## config.mk

```make
export PLATFORM = sky130hd
export DESIGN_NAME = uart_byte_tx
export DESIGN_NICKNAME = d
export VERILOG_FILES = /design/src/rtl/uart_pkg.sv /design/src/rtl/uart_baud_tick.sv /design/src/rtl/uart_byte_tx.sv
export SDC_FILE = /design/constraint.sdc
export NUM_CORES = 1
export LEC_CHECK = 0
export CORE_MARGIN = 2
export CORE_UTILIZATION = 60
export DETAILED_ROUTE_END_ITERATION = 6
export DONT_BUFFER_PORTS = 1
export MAX_ROUTING_LAYER = met4
export PLACE_DENSITY = 0.88
export SETUP_SLACK_MARGIN = 0.1
export SLEW_MARGIN = 20
export SYNTH_ARGS = -nofsm -noshare
export SYNTH_HDL_FRONTEND = slang
export SYNTH_SLANG_ARGS = --single-unit
```

## constraint.sdc

```tcl
create_clock -name clk -period 3.8 [get_ports clk]
set_input_delay 0.38 -clock clk [delete_from_list [all_inputs] [get_ports clk]]
set_output_delay 0.38 -clock clk [all_outputs]
set_load 0.1 [all_outputs]
```

## src/rtl/uart_pkg.sv

```systemverilog
// Shared encodings and widths for the byte-serial UART transmitter.
package uart_pkg;

  localparam int STATE_W = 2;
  localparam int DATA_W  = 8;
  localparam int IDX_W   = 3;

  // Debug probes rely on this exact encoding.
  typedef enum logic [STATE_W-1:0] {
    IDLE  = 2'd0,
    START = 2'd1,
    DATA  = 2'd2,
    STOP  = 2'd3
  } state_t;

endpackage

```

## src/rtl/uart_baud_tick.sv

```systemverilog
// Bit-period counter: counts 0..CLKS_PER_BIT-1 while enabled and flags the last cycle.
module uart_baud_tick #(
  parameter int CLKS_PER_BIT = 234
) (
  input  logic clk,
  input  logic reset,
  input  logic clear,
  input  logic enable,
  output logic trig
);

  localparam int CW = $clog2(CLKS_PER_BIT);
  localparam logic [CW-1:0] LAST = CW'(CLKS_PER_BIT - 1);

  logic [CW-1:0] cnt;

  // The tick is combinational so the FSM can change state on the same edge that ends the bit.
  assign trig = enable && (cnt == LAST);

  // Free-run while enabled, wrap after the last cycle, park at zero otherwise.
  always_ff @(posedge clk or negedge reset) begin
    if (!reset)       cnt <= '0;
    else if (clear)   cnt <= '0;
    else if (!enable) cnt <= '0;
    else if (trig)    cnt <= '0;
    else              cnt <= cnt + CW'(1);
  end

endmodule

```

## src/rtl/uart_byte_tx.sv

```systemverilog
// 8N1 UART transmitter: accepts a byte on valid/ready, then shifts start, 8 data bits LSB first, stop.
module uart_byte_tx
  import uart_pkg::*;
#(
  parameter int CLKS_PER_BIT = 234
) (
  input  logic               clk,
  input  logic               reset,
  input  logic [DATA_W-1:0]  data_i,
  input  logic               valid_i,
  output logic               ready_o,
  output logic               tx,
  output logic               trig,
  output logic               tc,
  output logic [STATE_W-1:0] present_state,
  output logic [IDX_W-1:0]   data_ind
);

  state_t             state, state_nxt;
  logic [DATA_W-1:0]  shreg, shreg_nxt;
  logic [IDX_W-1:0]   ind_nxt;
  logic               tx_nxt;
  logic               accept;

  uart_baud_tick #(.CLKS_PER_BIT(CLKS_PER_BIT)) u_tick (
    .clk    (clk),
    .reset  (reset),
    .clear  (accept),
    .enable (state != IDLE),
    .trig   (trig)
  );

  assign ready_o       = (state == IDLE);
  assign tc            = trig && (state == STOP);
  assign present_state = state;

  // State register plus the registered line and bit index, all reset to the idle picture.
  always_ff @(posedge clk or negedge reset) begin
    if (!reset) begin
      state    <= IDLE;
      shreg    <= '0;
      data_ind <= '0;
      tx       <= 1'b1;
    end else begin
      state    <= state_nxt;
      shreg    <= shreg_nxt;
      data_ind <= ind_nxt;
      tx       <= tx_nxt;
    end
  end

  // Next state / index, and the line level that belongs to the next state so tx lines up with it.
  always_comb begin
    state_nxt = state;
    shreg_nxt = shreg;
    ind_nxt   = data_ind;
    accept    = 1'b0;
    tx_nxt    = 1'b1;
    case (state)
      IDLE: if (valid_i) begin
        accept    = 1'b1;
        state_nxt = START;
        shreg_nxt = data_i;
        ind_nxt   = '0;
      end
      START: if (trig) state_nxt = DATA;
      DATA: if (trig) begin
        if (data_ind == IDX_W'(7)) begin
          state_nxt = STOP;
          ind_nxt   = '0;
        end else begin
          ind_nxt   = data_ind + IDX_W'(1);
        end
      end
      STOP: if (trig) state_nxt = IDLE;
      default: state_nxt = IDLE;
    endcase
    case (state_nxt)
      START:   tx_nxt = 1'b0;
      DATA:    tx_nxt = shreg_nxt[ind_nxt];
      default: tx_nxt = 1'b1;
    endcase
  end

endmodule

```

==> impl_results.md <==
- Status: complete, no violations
- Share of total power in sequential cells: 56.1%
- Largest family of logic cells by synthesized area: simple AND/OR/NAND/NOR gates
- Critical path type: flip-flop to primary output
- Primary FF master, synth: dfrtp_1
- Worst-path fanout max: 18
- Simple-Gate Fraction of Synth Area: 19.77%
- Final Util: 67.38%
- Nature of the critical path startpoint: flip-flop
- Sum Neg Setup Slack: 0 ps
- Unrepaired setup endpoints after global routing: false
- Final Cycle Share: 68.27%
- Rel. slew slack: 25.84%
- Initial antenna violation count: 0
- Die Y: 48.88 µm
- Fin. Hold Viols: 0
- Worst-Skew Late Latency: 300 ps
- Total power: 588.0 µW
- Top cell type by total area after synthesis: dfrtp_1
- CTS HTree Levels: 1
- ANT nets after route: 0
- P_leak: 0.0005995 µW
- Post-synthesis adder-cell area fraction: 4.141%
- Drt pass-1 iters: 4
- WL/cell: 15.84 µm
- Cells after synthesis: 102
- FFs w/ async S/R, synth: 100.0%
- Clk pwr share: 21.8%
- Cell Area, Placed: 1249 µm²
- Routed WL: 2.154 mm
- Synth Net Count: 117
- Antenna fix cells: 0
- First-pass GRT wire length: 3.553 mm
- Combinational power share: 22.1%
- Mux share of post-synthesis cell area: 11.08%
- CTS clk-pin slew, worst paths: 120 ps
- Switching power of the nets: 185.6 µW
- Final Skew: 1.877 ps
- Worst slew pin tran: 1111 ps
- Ports: 20
- Routing usage on met1: 25.25%
- Largest net degree at the start of global routing: 23
- Root Buffer: clkbuf_4
- Worst slack, placed: 1215 ps
- Slew Limit Fails: 0
- Yosys reg bits: 22
- DRC viols: 0
- Initial core utilization: 62.89%
- Post-synthesis compound-gate area fraction: 11.08%
- Final setup vio count: 0
- Peak supply drop: 0.3378 mV
- Syn-to-layout area delta: 7.143%
- Most frequent cells in the layout: dfrtp_1 (21), nor2_1 (8), mux2_2 (7)
- Synth Warn #: 0
- Tmin final: 2594 ps
- FILL cells: 143
- Grt ovf: 0
- EDFF count, synth: 0
- Hold WC Path Type: primary input to flip-flop
- Area of the core: 1922 µm²
- PnR worst setup slack: 1206 ps
- Synth Cell Area: 1209 µm²
- Vias/cell: 5.875
- All-Layer GR Usage: 19.86%
- DP Wirelength: 1.620 mm
- Int Pwr: 402.4 µW
- Layout cells sized above 1: 32.11%
- Met2 GRT Util: 32.19%
- Final Cell Area: 1295 µm²
- FF+latch area: 551.8 µm²
- Vias: 799
- Most Crowded Layer GR: met2
- Critical Path Sink Type: primary output
- CP required: 3420 ps
- Unique cell type count in the Yosys netlist: 43
- Die footprint: 2389 µm²
- Area of the multi-input gates: 614.3 µm²
- Nets: 125
- Max Cap Viol: 0
- Synth Area in XOR/XNOR: 4.348%
- Gpl congestion: 0.8962
- Synth Area per Inst: 11.85 µm²
- Number of global-route vias before repair: 803
- Cells taking the most area after synthesis: dfrtp_1 (43%), mux2_2 (6.5%), ha_1 (4.1%)
- Fmax: 0.3854 GHz
- Sequential element share of the synthesized area: 45.65%
- Worst Path Arrival: 2210 ps
- Die Span X: 48.88 µm
- Longest Clk Path Bufs: 2
- Clk sink count: 22
- Commonest non-fill, non-tap cell in the layout: dfrtp_1
- Power Density: 454.0 nW/µm²
- Net Sw Frac: 31.56%
- Core Rows: 16
- Drt initial violations: 5
- Top-area cell type share of the netlist area: 43.48%
- Met3 Use GR: 4.601%
- IO buf count: 0
- CTS tree: done
- CTS Buf Count: 3
timing repair:
item,in CTS,in global routing
setup buffers,0,0
gates resized for setup,0,0
hold buffers,1,0
hold endpoints to repair,22,0
worst paths after layout:
kind                                  start            end  slack, ps  cells after the start
setup / recovery           present_state[1]           trig       1210                      3
hold / removal                    data_i[6]       shreg[6]        240                      1
setup reg to reg                data_ind[1]             tx       1220                      9
hold reg to reg                    shreg[0]       shreg[0]        510                      1
max in group asynchronous             reset  u_tick.cnt[6]       2560                      1
min in group asynchronous             reset       shreg[5]        660                      1
registers in the layout, indices dropped and copies added, names as in the netlist:
signal,flops
u_tick.cnt,8
data_ind,3
present_state,2
tx,1
shreg,8
layer usage:
| metal | part of all wire (%) | vias to the layer above | wire length [µm] |
|---|---|---|---|
| met3 | 4.5 | 3 | 96 |
| met1 | 48 | 387 | 1033 |
| li1 | - | 388 | - |
| met2 | 47 | 21 | 1007 |
| met4 | 0.79 | 0 | 17 |
| met5 | 0 | - | 0 |
through the flow:
stage | cells | hold WS [ps]
finish | 136 | 235.9
global route | 136 | 220.5
CTS | 136 | 232.2
detailed placement | 131 | 84.70
global placement | 131 | 84.77
floorplan | 102 | 84.41
power groups by stage:
| stage | registers, µW | logic [µW] | clock network (µW) |
|---|---|---|---|
| floorplan | 329 | 99.3 | 0 |
| finish | 330 | 130 | 128 |
| global route | 335 | 147 | 141 |
| detailed placement | 333 | 126 | 0 |
| global placement | 328 | 120 | 0 |
| CTS | 329 | 132 | 129 |
Yosys cell counts, types with 2 or more instances:
cell type  instances
mux2i_1            4
inv_1              3
xor2_1             5
nor2_1            10
buf_6              2
o21ai_1            2
dfrtp_1           21
nand3_2            2
and3_2             2
nand2_1            5
nand3_1            4
mux2_2             7
o211ai_2           2
ha_1               4
cells by family (layout without fill, tap and decap cells):
kind of cell | count (synthesis) | after routing
AND/OR/NAND/NOR | 37 | 37
flip-flops | 22 | 22
adder cells (fa/ha/maj) | 4 | 4
XOR/XNOR | 6 | 6
buffers and inverters | 6 | 13
AO/OA/AOI/OAI | 15 | 15
multiplexers | 12 | 12
worst max-delay path, cell delays in order, from the launching register on:
cell and delay [ps]:
dfrtp_1 620, nor2_2 960, nor2_2 60, buf_4 270
area by class of cell:
type / count / share of cell area, %
inverters: 3 / 0.8696
multi-input cells: 74 / 47.44
clock buffers: 4 / 2.802
well taps: 27 / 2.609
flip-flops and latches: 22 / 42.61
repair buffers: 6 / 3.672
(Power assumes the default switching activity.)
